`config.mk`:
```
export PLATFORM = sky130hd
export DESIGN_NAME = mem_ctrl
export DESIGN_NICKNAME = d
export VERILOG_FILES = /design/src/rtl/mem_ctrl.sv
export SDC_FILE = /design/constraint.sdc
export NUM_CORES = 1
export LEC_CHECK = 0
export BUFFER_PORTS_ARGS = -buffer_cell sky130_fd_sc_hd__buf_2
export CAP_MARGIN = 5
export CELL_PAD_IN_SITES_DETAIL_PLACEMENT = 1
export CELL_PAD_IN_SITES_GLOBAL_PLACEMENT = 1
export CORE_UTILIZATION = 35
export CTS_CLUSTER_SIZE = 25
export DETAILED_ROUTE_END_ITERATION = 10
export PLACE_DENSITY = 0.78
export SLEW_MARGIN = 5
export SYNTH_ARGS = -nofsm -noshare
export SYNTH_HDL_FRONTEND = slang
export SYNTH_SLANG_ARGS = --single-unit
```
`constraint.sdc`:
```
create_clock -name clk -period 5.2 [get_ports clk]
set_clock_uncertainty 0.15 [all_clocks]
set_input_delay 0.52 -clock clk [delete_from_list [all_inputs] [get_ports clk]]
set_output_delay 0.52 -clock clk [all_outputs]
set_load 0.02 [all_outputs]
```
`src/rtl/mem_ctrl.sv`:
```
// rtl/mem_ctrl.sv - byte-serial memory controller for icache fetches and LSB loads/stores
// Optional MEMC_IO_STALL_EN: IO-region writes wait while io_buffer_full is high.
module mem_ctrl #(
    parameter int ADDR_W = 32
) (
    input  logic              clk,
    input  logic              rst,
    input  logic              rdy,
    input  logic              ic_enable,
    input  logic [ADDR_W-1:0] addr_from_ic,
    output logic              ic_valid,
    output logic [31:0]       inst_to_ic,
    input  logic              lsb_enable,
    input  logic              lsb_wr,
    input  logic [ADDR_W-1:0] lsb_addr,
    input  logic [1:0]        lsb_len,
    input  logic [31:0]       lsb_wdata,
    output logic              lsb_valid,
    output logic [31:0]       lsb_rdata,
    input  logic [7:0]        mem_din,
    output logic [7:0]        mem_dout,
    output logic [ADDR_W-1:0] mem_a,
    output logic              mem_wr
`ifdef MEMC_IO_STALL_EN
    ,
    input  logic              io_buffer_full
`endif
);

    typedef enum logic [1:0] {IDLE, READ, WRITE, DONE} state_t;

    state_t            state, state_n;
    logic [2:0]        cnt, cnt_n;
    logic [1:0]        len, len_n;
    logic [ADDR_W-1:0] base, base_n;
    logic [31:0]       wdata, wdata_n;
    logic              src_lsb, src_lsb_n;
    logic [31:0]       asm_q, asm_n;
    logic [ADDR_W-1:0] mem_a_n;
    logic [7:0]        mem_dout_n;
    logic              mem_wr_q, mem_wr_n;
    logic              ic_valid_n;
    logic [31:0]       inst_n;
    logic              lsb_valid_n;
    logic [31:0]       lsb_rdata_n;

    logic              stall;
    logic [2:0]        nxt_cnt;
    logic [1:0]        cap_idx;
    logic [31:0]       asm_cap;

`ifdef MEMC_IO_STALL_EN
    assign stall = (state == WRITE) && (mem_a[17:16] == 2'b11) && io_buffer_full;
`else
    assign stall = 1'b0;
`endif

    assign mem_wr  = mem_wr_q && !stall;
    assign nxt_cnt = cnt + 3'd1;
    // mem_din seen at count c belongs to the address issued at count c-1
    assign cap_idx = cnt[1:0] - 2'd1;

    always_comb begin
        asm_cap = asm_q;
        asm_cap[{cap_idx, 3'b000} +: 8] = mem_din;
    end

    always_comb begin
        state_n     = state;
        cnt_n       = cnt;
        len_n       = len;
        base_n      = base;
        wdata_n     = wdata;
        src_lsb_n   = src_lsb;
        asm_n       = asm_q;
        mem_a_n     = mem_a;
        mem_dout_n  = mem_dout;
        mem_wr_n    = mem_wr_q;
        ic_valid_n  = 1'b0;
        inst_n      = inst_to_ic;
        lsb_valid_n = 1'b0;
        lsb_rdata_n = lsb_rdata;
        case (state)
            IDLE: begin
                if (lsb_enable) begin
                    base_n    = lsb_addr;
                    len_n     = lsb_len;
                    wdata_n   = lsb_wdata;
                    src_lsb_n = 1'b1;
                    cnt_n     = 3'd0;
                    asm_n     = 32'd0;
                    mem_a_n   = lsb_addr;
                    if (lsb_wr) begin
                        mem_dout_n = lsb_wdata[7:0];
                        mem_wr_n   = 1'b1;
                        state_n    = WRITE;
                    end else begin
                        state_n = READ;
                    end
                end else if (ic_enable) begin
                    base_n    = addr_from_ic;
                    len_n     = 2'd3;
                    src_lsb_n = 1'b0;
                    cnt_n     = 3'd0;
                    asm_n     = 32'd0;
                    mem_a_n   = addr_from_ic;
                    state_n   = READ;
                end
            end
            READ: begin
                cnt_n = nxt_cnt;
                if (cnt != 3'd0) begin
                    asm_n = asm_cap;
                end
                if (cnt < {1'b0, len}) begin
                    mem_a_n = base + ADDR_W'(nxt_cnt);
                end
                if (cnt == {1'b0, len} + 3'd1) begin
                    state_n = DONE;
                    if (src_lsb) begin
                        lsb_valid_n = 1'b1;
                        lsb_rdata_n = asm_cap;
                    end else begin
                        ic_valid_n = 1'b1;
                        inst_n     = asm_cap;
                    end
                end
            end
            WRITE: begin
                if (!stall) begin
                    if (cnt[1:0] == len) begin
                        mem_wr_n    = 1'b0;
                        lsb_valid_n = 1'b1;
                        state_n     = DONE;
                    end else begin
                        cnt_n      = nxt_cnt;
                        mem_a_n    = base + ADDR_W'(nxt_cnt);
                        mem_dout_n = wdata[{nxt_cnt[1:0], 3'b000} +: 8];
                    end
                end
            end
            // the valid cycle itself: requests still held by the requester are ignored
            DONE: state_n = IDLE;
            default: state_n = IDLE;
        endcase
    end

    always_ff @(posedge clk) begin
        if (!rst) begin
            state      <= IDLE;
            cnt        <= 3'd0;
            len        <= 2'd0;
            base       <= '0;
            wdata      <= 32'd0;
            src_lsb    <= 1'b0;
            asm_q      <= 32'd0;
            mem_a      <= '0;
            mem_dout   <= 8'd0;
            mem_wr_q   <= 1'b0;
            ic_valid   <= 1'b0;
            inst_to_ic <= 32'd0;
            lsb_valid  <= 1'b0;
            lsb_rdata  <= 32'd0;
        end else if (rdy) begin
            state      <= state_n;
            cnt        <= cnt_n;
            len        <= len_n;
            base       <= base_n;
            wdata      <= wdata_n;
            src_lsb    <= src_lsb_n;
            asm_q      <= asm_n;
            mem_a      <= mem_a_n;
            mem_dout   <= mem_dout_n;
            mem_wr_q   <= mem_wr_n;
            ic_valid   <= ic_valid_n;
            inst_to_ic <= inst_n;
            lsb_valid  <= lsb_valid_n;
            lsb_rdata  <= lsb_rdata_n;
        end
    end

endmodule
```
# ---- After elaboration in Yosys (flattened, before gate mapping)
# Index checks and enable logic that the tools add are counted.
dict set report totals {
  input_bits 112
  wordCells 92
  ff_bits 211
}
dict set report op_classes {
  bitwise_logic 1
  reduce_logical 16
  add_sub_neg 5
  n_lt_le_gt_ge 1
  shifts 3
  mux 39
  n_eq_ne 13
}
# operator count
set ops {}
lappend ops {{$mux W32} 7}
lappend ops {{$pmux W32 S3} 1}
lappend ops {{$pmux W32 S2} 1}
lappend ops {{$add A32 B3 Y32} 1}
lappend ops {{$bwmux W32} 1}
lappend ops {{$shift A8 B7 Y32 const A} 1}
lappend ops {{$shiftx A32 B6 Y8} 1}
lappend ops {{$shiftx A8 B7 Y32} 1}
lappend ops {{$mux W8} 3}
lappend ops {{$reduce_and A4 Y1} 5}
lappend ops {{$pmux W8 S2} 1}
lappend ops {{$reduce_and A5 Y1} 3}
lappend ops {{$mux W2} 7}
lappend ops {{$ne A2 B2 Y1 const B} 7}
lappend ops {{$mux W1} 11}
lappend ops {{$mux W3} 3}
lappend ops {{$pmux W3 S3} 1}
lappend ops {{$pmux W2 S4} 1}
lappend ops {{$neg A5 Y7} 1}
lappend ops {{$reduce_and A3 Y1} 2}
lappend ops {{$reduce_bool A2 Y1} 3}
lappend ops {{$reduce_bool A3 Y1} 2}
lappend ops {{$eq A2 B2 Y1 const B} 2}
lappend ops {{$pmux W1 S2} 2}
lappend ops {{other kinds (10)} 10}

# ---- Longest topological paths before layout
dict set report logic_depth {
  ltp_word 6
  mapped_depth 12
  depth_no_buf 9
}

# ---- Least setup slack after synthesis
# No wires, ideal clock.
dict set report synth_path {
  kind {flip-flop to flip-flop}
  startpoint {register cnt[0]}
  endpoint {register mem_a[16]}
  required_ps 4931
  setup_slack_ps 1627
  t_arrival_ps 3304
  period_less_slack_ps 3573
  path_stages_with_launch 12
  setup_time_ps 119
  path_cell_list {dfxtp_1 > clkbuf_1 > inv_1 > ha_1 > buf_1 > inv_1 > fa_1 > nor2b_1 > o211ai_1 > or4_1 > nand4_1 > o21ai_1}
}
dict set report synth_between {
  elab_chain_len 4
  word_cells_on_any_way 10
}
# element line
set synth_rtl {}
lappend synth_rtl {{from (decl)} 33} ;# logic [2:0] cnt, cnt_n;
lappend synth_rtl {{from (signal assigned)} 166} ;# cnt <= cnt_n;
lappend synth_rtl {{$add A3 B1 Y3} 59} ;# assign nxt_cnt = cnt + 3'd1;
lappend synth_rtl {{$add A32 B3 Y32} {116, 137}}
lappend synth_rtl {{$mux W32, on equally long branches} {131, 115}}
lappend synth_rtl {{$pmux W32 S3} 83} ;# case (state)
lappend synth_rtl {{to (signal assigned)} 172} ;# mem_a <= mem_a_n;
lappend synth_rtl {{to (decl)} 22} ;# output logic [ADDR_W-1:0] mem_a,
# Parallel ways exist; a longest one is shown, timed or not. The select of a mux whose other input is x is not followed.
# A chain may end at the register's enable or synchronous reset.

# ---- Final worst setup path
dict set report layout_path {
  startpoint {register cnt[0]}
  endpoint {register mem_a[14]}
}
# Same word-level chain as after synthesis.

==> out/qor.yml <==
p_sw_mw: 1.398
critPathMaxFanout: 18
portBuffers: 218
crit_path_end_kind: "flip-flop"
critical_path_class: "reg -> reg"
p_int_mw: 3.089
start_util: 0.3598
tightest_slew_ns: 1.250
die_y_um: 169.4
clk_pin_slew_worst_paths_ns: 0.06
synth-edff-count: 0
startpoint_type: "flip-flop"
reg2reg_depth: 9
r2r_slack_ns: 1.36
holdCritPathClass: "in -> reg"
final_util: 0.4388
synth_warnings: 0
syn-cell-area_um2: 9804
slew_viol_final: 0
r2r_start: "cnt[0]$_SDFFE_PN0P_"
fin_crit_sh: 0.7383
status: "complete, no violations"
max_freq_mhz: 260.5
die_w_um: 169.4
hold_depth: 3
switching_share: 0.3116
clock_path_buffers: 3
final_antenna_net_count: 0
async_flop_share: 0
peakVddDrop_uv: 219.4
postCtsHoldBufs: 0
min_to: "wdata[11]$_SDFFE_PN0P_"
place_inst: 1724
syn_inst: 1212
grt_max_degree: 143
routed_wl_um: 30730
yosysUniqueCellTypes: 55
synthesis.nets: 1342
clockPowerShare: 0.387
dp_hpwl_um: 21150
relSlewSlack: 0.1628
drt-initial-drc-count: 451
grt_pass1_vias: 9427
finalNetCount: 1508
period_needed_ns: 3.839
clock_latency_ns: 0.51
numCtsBuffers: 24
yosys_most_used_dff: "dfxtp_1"
layout_common_cells: "buf_2 (218), dfxtp_1 (211), nand2_1 (197)"
post_drt_wl_per_cell_um: 17.36
finalHoldViolations: 0
die_area_um2: 28690
maxCapViolCount: 0
synth_area_per_cell_um2: 8.089
cts.sinks: 211
vias: 9359
grt_pass1_wl_um: 48990
cp.arrival_ns: 4.15
post_cts_buffers: 0
hp-start: "lsb_wdata[11]"
avgViaCountPerCell: 5.288
p_seq_frac: 0.410
comb_power_share: 0.203
drc: 0
io_pins: 219
pre_cts_ws_ns: 1.364
final_common_cell: "buf_2"
required_ns: 5.51
timing.final.ws_setup_ns: 1.361
cts-root-buf: "clkbuf_16"
cts_max_level: 1
core_um2: 27250
globalplace.congestion: 0.8041
grt.total_usage: 0.2110
overflow: 0
cts_tree: "done"
drive_gt1_frac: 0.2082
power.density_nw_per_um2: 375.3
cts_resized: 0
firstDrtPassIters: 6
power_leakage_nw: 4.639
antenna_found_initial: 8
instances_no_fill: 1770
area_growth_pct: 21.95
synth_seq_cells: 211
row_count: 60
fin_setup_tns_ns: 0
setup_viol: 0
rsz0062_at_grt: "false"
seq_area_frac_synth: 0.4308
r2r-end: "mem_a[14]$_SDFFE_PN0P_"
[area by class of cell]
class                      instances  area, µm²
sequential                       211       4224
fill                            3332      15290
clock inverter                     9      133.9
tap                              372      465.4
clock buffer                      32      670.6
inverter                          47      181.4
multi-input combinational        863       5080
antenna                            5      12.51
timing repair buffer             231       1189
[per-layer routing]
| metal | wire, µm | part of all wire | track usage | vias up |
|---|---|---|---|---|
| met5 | 24 | 0.00078 | 0 | - |
| met1 | 13780 | 0.45 | 0.2662 | 4559 |
| met3 | 1739 | 0.057 | 0.04431 | 52 |
| li1 | - | - | - | 4525 |
| met4 | 741 | 0.024 | 0.06463 | 4 |
| met2 | 14450 | 0.47 | 0.3596 | 219 |
[state kept, by name, indices dropped and copies added (netlist names)]
register	flops
inst_to_ic	32
wdata	32
mem_dout	8
ic_valid	1
cnt	3
mem_wr	1
lsb_rdata	32
state	2
lsb_valid	1
asm_q	32
len	2
mem_a	32
src_lsb	1
base	32
[stage by stage]
stage          power (mW)  area, µm²  hold WS [ns]
6_report            4.487      11960       0.08760
5_1_grt             4.700      11950       0.08999
4_1_cts             4.528      11940       0.07171
3_5_place_dp        2.785      11140        0.2918
3_3_place_gp        2.756      11140        0.2862
2_1_floorplan       2.467       9804        0.2819
[cells in the mapped netlist (15+ instances only)]
master    instances  area share
nand3_1          97       0.050
a211oi_1         38       0.029
a21oi_1         128       0.065
dfxtp_1         211        0.43
mux2i_1          72       0.074
nor2_1           94       0.036
clkbuf_1         73       0.028
inv_1            45       0.017
nand2_1         197       0.075
o21ai_0          53       0.027
xnor2_1          15       0.013
nor3_1           15      0.0077
ha_1             17       0.022
[power by group through the flow]
stage | Combinational (mW) | Clock, mW | Sequential [mW]
2_1_floorplan | 0.564 | 0 | 1.90
3_3_place_gp | 0.888 | 0 | 1.87
3_5_place_dp | 0.913 | 0 | 1.87
4_1_cts | 0.919 | 1.77 | 1.84
5_1_grt | 1.00 | 1.84 | 1.85
6_report | 0.912 | 1.74 | 1.84
[worst max path at each step]
stage,endpoint,slack [ns],start,cells past startpoint
CTS,mem_a[14]$_SDFFE_PN0P_,1.34,cnt[0]$_SDFFE_PN0P_,9
global placement,mem_a[14]$_SDFFE_PN0P_,1.55,cnt[0]$_SDFFE_PN0P_,9
detailed placement,mem_a[14]$_SDFFE_PN0P_,1.36,cnt[0]$_SDFFE_PN0P_,9
floorplan,mem_a[16]$_SDFFE_PN0P_,1.63,cnt[0]$_SDFFE_PN0P_,11
finish,mem_a[14]$_SDFFE_PN0P_,1.36,cnt[0]$_SDFFE_PN0P_,9
global route,mem_a[14]$_SDFFE_PN0P_,1.12,cnt[0]$_SDFFE_PN0P_,9
[kinds of logic (layout without fill, tap and decap cells)]
family	Yosys count	after routing	synth area share
compound gates	267	267	0.1591
xor+xnor	23	23	0.02055
fa+ha+maj	18	18	0.02374
buf+inv	138	319	0.05398
flops	211	211	0.4308
mux	80	80	0.09188
other cells	0	5	0
simple gates	475	475	0.2199
[worst max-delay path: stages (launching register included)]
cell	delay [ns]
dfxtp_1	0.85
inv_1	0.26
ha_1	0.38
inv_1	0.06
fa_1	0.44
nor2b_1	0.21
o211ai_1	0.48
or3_1	0.53
a311oi_1	0.28
a31o_2	0.15
Note: power is estimated with default switching activity, not from simulation.
